$ cat config.mk
export PLATFORM = sky130hd
export DESIGN_NAME = op_amp_with_frac_core
export DESIGN_NICKNAME = d
export VERILOG_FILES = /design/src/rtl/op_amp_pkg.sv /design/src/rtl/clk_div_tick.sv /design/src/rtl/op_amp_with_frac_core.sv
export SDC_FILE = /design/constraint.sdc
export NUM_CORES = 1
export LEC_CHECK = 0
export BUFFER_PORTS_ARGS = -buffer_cell sky130_fd_sc_hd__buf_4
export CAP_MARGIN = 25
export CORE_MARGIN = 2
export CORE_UTILIZATION = 53
export CTS_BUF_LIST = sky130_fd_sc_hd__clkbuf_4 sky130_fd_sc_hd__clkbuf_8
export CTS_CLUSTER_DIAMETER = 30
export DETAILED_ROUTE_END_ITERATION = 10
export PLACE_DENSITY = 0.7
export SLEW_MARGIN = 0
export SYNTH_ARGS = -nofsm -noshare
export SYNTH_HDL_FRONTEND = slang
export SYNTH_HIERARCHICAL = 1
export SYNTH_SLANG_ARGS = --single-unit
$ cat constraint.sdc
create_clock -name clk -period 12.9 [get_ports clk]
set_clock_uncertainty 0.05 [all_clocks]
set_input_delay 1.29 -clock clk [delete_from_list [all_inputs] [get_ports clk]]
set_output_delay 1.29 -clock clk [all_outputs]
set_load 0.01 [all_outputs]
$ cat src/rtl/op_amp_pkg.sv
// ----------------------------------------------------------------------------
// op_amp_pkg
// Shared constants for the fractional-gain op-amp model.
//   DEF_CLK_DIV_HALF : system clocks per half period of the 100 kHz sample clock
//   DEF_FRAC_W       : fractional bits of the gain and of the filter state
//   DEF_GAIN         : UQ8.8 closed-loop gain (1 + Rf/Rg), 1.5 by default
//   DEF_ALPHA_SHIFT  : settling filter coefficient, alpha = 2^-DEF_ALPHA_SHIFT
//   STATE_W          : filter state width at the default FRAC_W (UQ16.FRAC_W)
//   PROD_W           : width of the raw amplitude * gain product
// ----------------------------------------------------------------------------
package op_amp_pkg;
   localparam int unsigned DEF_CLK_DIV_HALF = 500;
   localparam int unsigned DEF_FRAC_W       = 8;
   localparam logic [15:0] DEF_GAIN         = 16'h0180;
   localparam int unsigned DEF_ALPHA_SHIFT  = 4;
   localparam int unsigned STATE_W          = 16 + DEF_FRAC_W;
   localparam int unsigned PROD_W           = 32;
endpackage

$ cat src/rtl/clk_div_tick.sv
// ----------------------------------------------------------------------------
// clk_div_tick
// Divides the system clock down to a registered 50 % duty sample clock and
// produces a one-cycle strobe coincident with each of its rising edges.
//   clk     : system clock
//   rst     : asynchronous, active-high reset
//   clk_out : divided clock, period 2*CLK_DIV_HALF system clocks, low after reset
//   tick    : high for the system cycle whose edge raises clk_out
// ----------------------------------------------------------------------------
module clk_div_tick
   import op_amp_pkg::*;
#(
   parameter int unsigned CLK_DIV_HALF = DEF_CLK_DIV_HALF
) (
   input  logic clk,
   input  logic rst,
   output logic clk_out,
   output logic tick
);

   localparam int unsigned     CNT_W    = (CLK_DIV_HALF > 1) ? $clog2(CLK_DIV_HALF) : 1;
   localparam logic [CNT_W-1:0] CNT_LAST = CNT_W'(CLK_DIV_HALF - 1);

   logic [CNT_W-1:0] count_d, count_q;
   logic             clk_d, clk_q;
   logic             at_last;

   always_comb begin
      at_last = (count_q == CNT_LAST);
      count_d = at_last ? '0 : count_q + CNT_W'(1);
      clk_d   = at_last ? ~clk_q : clk_q;
      // Only the low-to-high wrap is a sample point.
      tick    = at_last && !clk_q;
   end

   always_ff @(posedge clk or posedge rst) begin
      if (rst) begin
         count_q <= '0;
         clk_q   <= 1'b0;
      end else begin
         count_q <= count_d;
         clk_q   <= clk_d;
      end
   end

   assign clk_out = clk_q;

endmodule

$ cat src/rtl/op_amp_with_frac_core.sv
// ----------------------------------------------------------------------------
// op_amp_with_frac_core
// Behavioural non-inverting op-amp stage: samples the input amplitude at the
// derived 100 kHz rate, applies a saturating UQ8.8 gain, models the finite
// bandwidth with a first-order settling filter and reports output power.
//   clk        : 100 MHz system clock
//   reset_n    : asynchronous reset, active-high despite the name
//   non_inv    : unsigned amplitude at the non-inverting input
//   square_out : unsigned square of the settled output amplitude
//   clk_100k   : registered 50 % duty sample clock
// ----------------------------------------------------------------------------
module op_amp_with_frac_core
   import op_amp_pkg::*;
#(
   parameter int unsigned CLK_DIV_HALF = DEF_CLK_DIV_HALF,
   parameter int unsigned FRAC_W       = DEF_FRAC_W,
   parameter logic [15:0] GAIN         = DEF_GAIN,
   parameter int unsigned ALPHA_SHIFT  = DEF_ALPHA_SHIFT
) (
   input  logic        clk,
   input  logic        reset_n,
   input  logic [15:0] non_inv,
   output logic [31:0] square_out,
   output logic        clk_100k
);

   // Filter state width tracks FRAC_W; equals STATE_W at the defaults.
   localparam int unsigned Y_W = 16 + FRAC_W;

   // Clamp the integer part of the gained amplitude to the 16-bit output range.
   function automatic logic [15:0] sat_u16(input logic [PROD_W-1:0] v);
      if (v > PROD_W'(65535)) begin
         return 16'hFFFF;
      end
      return v[15:0];
   endfunction

   // One settling step toward the target. Near the target the state snaps to
   // it, otherwise the shift of a small error would stall short of it forever.
   // The step never exceeds the error, so the approach cannot overshoot.
   function automatic logic [Y_W-1:0] filter_step(input logic [Y_W-1:0] y,
                                                   input logic [15:0]  tgt);
      logic        [Y_W-1:0] tgt_fx;
      logic signed [Y_W:0]   d;
      logic signed [Y_W:0]   mag;
      logic signed [Y_W:0]   step;
      logic signed [Y_W:0]   sum;
      tgt_fx = {tgt, {FRAC_W{1'b0}}};
      d      = $signed({1'b0, tgt_fx}) - $signed({1'b0, y});
      mag    = (d < 0) ? -d : d;
      if (mag < $signed((Y_W + 1)'(1) <<< ALPHA_SHIFT)) begin
         return tgt_fx;
      end
      step = d >>> ALPHA_SHIFT;
      sum  = $signed({1'b0, y}) + step;
      return sum[Y_W-1:0];
   endfunction

   logic              tick;
   logic [PROD_W-1:0] prod;
   logic [15:0]       target;
   logic [15:0]       vout;
   logic [Y_W-1:0]    y_d, y_q;
   logic [31:0]       square_d, square_q;

   clk_div_tick #(
      .CLK_DIV_HALF(CLK_DIV_HALF)
   ) u_clk_div_tick (
      .clk    (clk),
      .rst    (reset_n),
      .clk_out(clk_100k),
      .tick   (tick)
   );

   always_comb begin
      prod     = PROD_W'(non_inv) * PROD_W'(GAIN);
      target   = sat_u16(prod >> FRAC_W);
      y_d      = tick ? filter_step(y_q, target) : y_q;
      vout     = y_q[Y_W-1:FRAC_W];
      // Squared every cycle from the held state, so it follows each update
      // by one clock and holds between ticks.
      square_d = 32'(vout) * 32'(vout);
   end

   always_ff @(posedge clk or posedge reset_n) begin
      if (reset_n) begin
         y_q      <= '0;
         square_q <= '0;
      end else begin
         y_q      <= y_d;
         square_q <= square_d;
      end
   end

   assign square_out = square_q;

endmodule

# Word-level counts from Yosys, hierarchy flattened
# Index checks and enable logic that the tools add are counted.
# classes
div	0
n_reduce_logical	2
eq_ne	1
muxes	8
n_addsub	4
n_lt_le_gt_ge	3
shifts	0
bitwise_logic	1
multipliers	2
# ops
operator	count
24-bit two-way mux	2
16-bit by 16-bit multiplier with 32-bit output	1
16-bit two-way mux	2
25-bit by 1-bit less-than comparator with 1-bit output, second input constant	1
25-bit by 6-bit less-than comparator with 1-bit output, second input constant	1
25-bit two-way mux	1
25-bit negation	1
24-bit by 24-bit subtractor with 25-bit output	1
24-bit by 21-bit adder with 24-bit output	1
16-bit by 2-bit multiplier with 18-bit output, second input constant	1
17-bit by 16-bit greater-than comparator with 1-bit output, second input constant	1
9-bit by 1-bit adder with 9-bit output, second input constant	1
9-bit == test, second input constant	1
9-bit two-way mux	1
1-bit two-way mux	2
1-bit logical AND	1
1-bit logical NOT	1
1-bit NOT	1
# totals
ram_bits	0
wordCells	25
rom_bits	0
inputBits	18
latch_bits	0
ff_bits	66
mem_count	0
out_inout_bits	33

# Depth between registers and ports, before layout
# depth
ltp_word	10
mapped_depth	36
mapped_depth_nobuf	34

# By module
# Netlist, hierarchy kept.
# by_module_without_submodules
mod	cells_each	n_inst	area_each_um2
op_amp_with_frac_core	1432	1	12440.7
clk_div_tick	55	1	540.5

# Least setup slack after synthesis
# Ideal clock, no wire load.
# synth_path
kind	input -> register
startpoint	input non_inv[0]
endpoint	register y_q[23]
stages	31
t_required_ns	12.713
n_path_buf	0
arrival_ns	7.379
path_slack_ns	5.334
setup_time_ns	0.137
cell_sequence	ha_1 -> inv_1 -> fa_1 -> nor2b_1 -> o21ai_0 -> a21boi_0 -> o21ai_0 -> a2111oi_0 -> o41ai_1 -> nand2b_1 -> a21o_1 -> a21oi_1 -> nand2b_1 -> ha_1 -> or4b_4 -> nor4_4 -> nor3_1 -> xor2_1 -> inv_1 -> ha_1 -> or3_1 -> o21ai_0 -> a211oi_1 -> o31ai_1 -> o21ai_0 -> a21oi_1 -> o21bai_1 -> a21oi_1 -> xnor2_1 -> a21boi_1 -> a2bb2oi_1
# synth_between
elab_chain_cells	10
elab_cells_between_ends	13
classes_between	3 x add/sub; 1 x mul; 3 x order compare; 6 x mux
# synth_rtl
element	line	text
start: declaration	op_amp_with_frac_core.sv:22	input logic [15:0] non_inv,
16-bit by 2-bit multiplier with 18-bit output *	op_amp_with_frac_core.sv:76	prod = PROD_W'(non_inv) * PROD_W'(GAIN);
17-bit by 16-bit greater-than comparator with 1-bit output	op_amp_with_frac_core.sv:32	if (v > PROD_W'(65535)) begin
1-bit two-way mux	op_amp_with_frac_core.sv:32	
16-bit two-way mux *	op_amp_with_frac_core.sv:35	return v[15:0];
24-bit by 24-bit subtractor with 25-bit output	op_amp_with_frac_core.sv:49	d = $signed({1'b0, tgt_fx}) - $signed({1'b0, y});
25-bit negation / 25-bit by 1-bit less-than comparator with 1-bit output (equally long branches)	op_amp_with_frac_core.sv:50	mag = (d < 0) ? -d : d;
25-bit two-way mux	op_amp_with_frac_core.sv:50	
25-bit by 6-bit less-than comparator with 1-bit output	op_amp_with_frac_core.sv:51	if (mag < $signed((Y_W + 1)'(1) <<< ALPHA_SHIFT)) begin
1-bit two-way mux	op_amp_with_frac_core.sv:51	
24-bit two-way mux *	op_amp_with_frac_core.sv:54	step = d >>> ALPHA_SHIFT;
end signal: assignment	op_amp_with_frac_core.sv:90	y_q <= y_d;
end: declaration	op_amp_with_frac_core.sv:63	logic [Y_W-1:0] y_d, y_q;
# Mark *: on every way between the ends. The rest lies on a longest branch, timed or not. The select of a mux whose other input is x is not followed.
# A chain may end at the register's enable or synchronous reset.

# Worst setup path in the final report
# layout_path
startpoint	input non_inv[1]
endpoint	register y_q[23]
# Same word-level chain as after synthesis.

==> out/metrics.csv <==
metric,value,unit
ys_async_sr_fraction,100,%
ys_warn_count,6,
synth.distinct_cells,90,
switching_power,0.251,mW
max_freq,0.120,GHz
dpl.hpwl,23700,um
period_share,64.8,%
cp_max_fo,16,
wirelength,29000,um
p_leak,6.54,nW
maxCapViolations,0,
slowest_delay,0.79,ns
multi_input_area,0.0102,sq mm
powerDensity,50.1,mW/mm^2
worst_hold_path.num_cells,1,
regArea,0.00163,sq mm
drive_gt1_share,7.38,%
slowest_stage,a2111oi_0,
antenna_cells,0,
grt_max_degree,56,
overflow,0,
dr.pass1.iters,4,
outcome,completed,
synthAdderAreaFrac,40.5,%
fin_tns_setup,0,ns
finish.instance_area,0.0138,sq mm
cts_tree,yes,
fillers,2140,
io_pins,51,
numPortBuffers,49,
cts_hold_buf,0,
fin_nets,1838,
synth_xor_area_share,5.60,%
synth_mux_area_share,1.95,%
cp-end-kind,register,
dominantRegCellSynth,dfrtp_1,
clk_pin_slew,0.08,ns
area_growth,6.17,%
placed_cell_area,0.0135,sq mm
cts_root_buf,clkbuf_8,
via_per_inst,5.61,
htree_levels,3,
finalMaxSlewViolations,0,
numCtsBuffers,9,
slew-limit-headroom,32.7,%
synth_top_family_by_area,adder cells,
synth_nets,1826,
sw_frac_of_total,36.3,%
synth-compound-area-share,13.8,%
clock-sinks,65,
clock_power_share,33.4,%
synth_area,0.0130,sq mm
crit_type,in2reg,
dieHeight,161,um
period_needed,8.36,ns
peakVddDrop,0.0000500,V
die_w,161,um
seq_area_frac_synth,12.5,%
initialDrtViolationCount,517,
worstMarginPinSlew,1.01,ns
reg2regPathDepth,25,
synth_area_leaders,"fa_1 (26%), ha_1 (15%), dfrtp_1 (13%), inv_1 (6.8%), xnor2_1 (4.0%)",
worstPathArrival,8.54,ns
cp-start-kind,input pin,
syn_avg_cell_area,8.73,sq um
clk_latency,0.37,ns
pwr-share-seq,29.5,%
grt_pass1_vias,10100,
critPathRequiredTime,13.08,ns
antenna_found_initial,0,
post-route-drc-count,0,
postRouteAntennaNets,0,
ys_ff_latch,65,
p_int,0.440,mW
power,0.691,mW
gp_congestion,0.914,
setup_violations,0,
postCtsSetupBuffers,0,
final_cells,1828,
gr-usage-all-layers,23.5,%
synth-edff-count,0,
hold_class,reg2reg,
synth_area_leader_cell,fa_1,
placedCellCount,1812,
core,0.0242,sq mm
synth-simple-area-share,16.6,%
grt_pass1_wl,49300,um
row_count,57,
num_vias,10300,
dieArea,0.0258,sq mm
synthDominantCellAreaShare,25.6,%
crit_top_cell,o21ai_0,
rsz0062_at_grt,false,
pwr-share-comb,37.1,%
clockBufferDepth,2,
syn-instance-count,1487,
routedWlPerCell,15.8,um
hold_viol_final,0,
post_cts_resized,0,
initial_core_util,53.7,%
whs,0.457,ns
==> worst max-delay path, delay by kind of cell <==
| kind | cells | cell delay [ns] |
|---|---|---|
| AO/OA/AOI/OAI | 16 | 3.51 |
| adder cells (fa/ha/maj) | 4 | 0.98 |
| buffers and inverters | 4 | 0.46 |
| XOR/XNOR | 2 | 0.56 |
| AND/OR/NAND/NOR | 7 | 1.69 |
==> layout make-up <==
| type | instances | share of cell area [%] |
|---|---|---|
| Inverter | 241 | 6.56 |
| Sequential cell | 65 | 11.8 |
| Tap cell | 324 | 2.94 |
| Clock buffer | 10 | 0.999 |
| Multi-Input combinational cell | 1129 | 74.0 |
| Clock inverter | 6 | 0.817 |
| Timing Repair Buffer | 53 | 2.89 |
==> final timing paths <==
kind / from / endpoint / slack [ns]
min: u_clk_div_tick/count_q[0] / u_clk_div_tick/count_q[0] / 0.46
max: non_inv[1] / y_q[23] / 4.54
max in group asynchronous: reset_n / y_q[17] / 11.21
min in group asynchronous: reset_n / u_clk_div_tick/count_q[8] / 0.86
max reg2reg: y_q[8] / square_out[31] / 4.61
min reg2reg: u_clk_div_tick/count_q[0] / u_clk_div_tick/count_q[0] / 0.46
==> cells in the final DEF, fill, tap and decap left out, types with 10 or more instances in the layout <==
cell and n:
nor2_1 136, clkbuf_8 10, fa_1 166, dfrtp_1 65, nor4_1 12, nand2_1 108
xor2_1 23, nand3_1 31, or3_1 12, a21oi_1 87, nor2b_1 17, xnor2_1 60
o21ai_0 40, or2_2 13, nand2b_1 14, nor3_1 27, buf_4 53, mux2i_1 23
ha_1 155, inv_1 233, a21o_1 24, a211oi_1 11
==> kinds of logic (layout without fill, tap and decap cells) <==
group                      Yosys count  after routing
AOI/OAI and AO/OA                  269            269
xor gates and xnor gates            83             83
adders and majority gates          321            321
buffers and inverters              293            310
DFF                                 65             65
muxes                               25             25
other                                1              1
and+or+nand+nor                    430            430
==> cell usage after synthesis (11+ instances only) <==
| library cell | instances |
|---|---|
| ha_1 | 155 |
| nand2_1 | 108 |
| xor2_1 | 23 |
| mux2i_1 | 23 |
| nor2b_1 | 17 |
| dfrtp_1 | 65 |
| inv_1 | 234 |
| nor4_1 | 13 |
| o21ai_0 | 40 |
| nand2b_1 | 14 |
| a21o_1 | 24 |
| xnor2_1 | 60 |
| or3_1 | 12 |
| or2_2 | 13 |
| clkbuf_1 | 35 |
| nand3_1 | 31 |
| nor2_1 | 136 |
| fa_1 | 166 |
| nor3_1 | 27 |
| a211oi_1 | 11 |
| a21oi_1 | 87 |
==> power groups by stage <==
stage | clock network [mW] | logic (mW) | registers (mW)
finish | 0.231 | 0.256 | 0.204
global route | 0.246 | 0.289 | 0.204
CTS | 0.237 | 0.256 | 0.204
global placement | 0 | 0.253 | 0.208
detailed placement | 0 | 0.254 | 0.208
floorplan | 0 | 0.200 | 0.208
==> per-stage QoR <==
stage,utilization (%),setup WS [ns]
2_1_floorplan,-,5.33
3_3_place_gp,56.0,4.33
3_5_place_dp,56.0,4.17
4_1_cts,57.0,4.55
5_1_grt,57.0,3.66
6_report,57.0,4.54
==> state kept, by name, indices dropped and copies added (netlist names) <==
signal / cells
u_clk_div_tick/count_q: 9
y_q: 24
square_out: 31
u_clk_div_tick/clk_out: 1
==> per-layer routing <==
layer	GRT usage [%]	part of all wire (%)	vias up
met5	0	0	-
met4	5.81	1.6	0
met3	2.04	4.6	29
met2	37.9	47	259
met1	34.5	47	4977
li1	-	-	4995
Power figures use the tool's default switching activity.
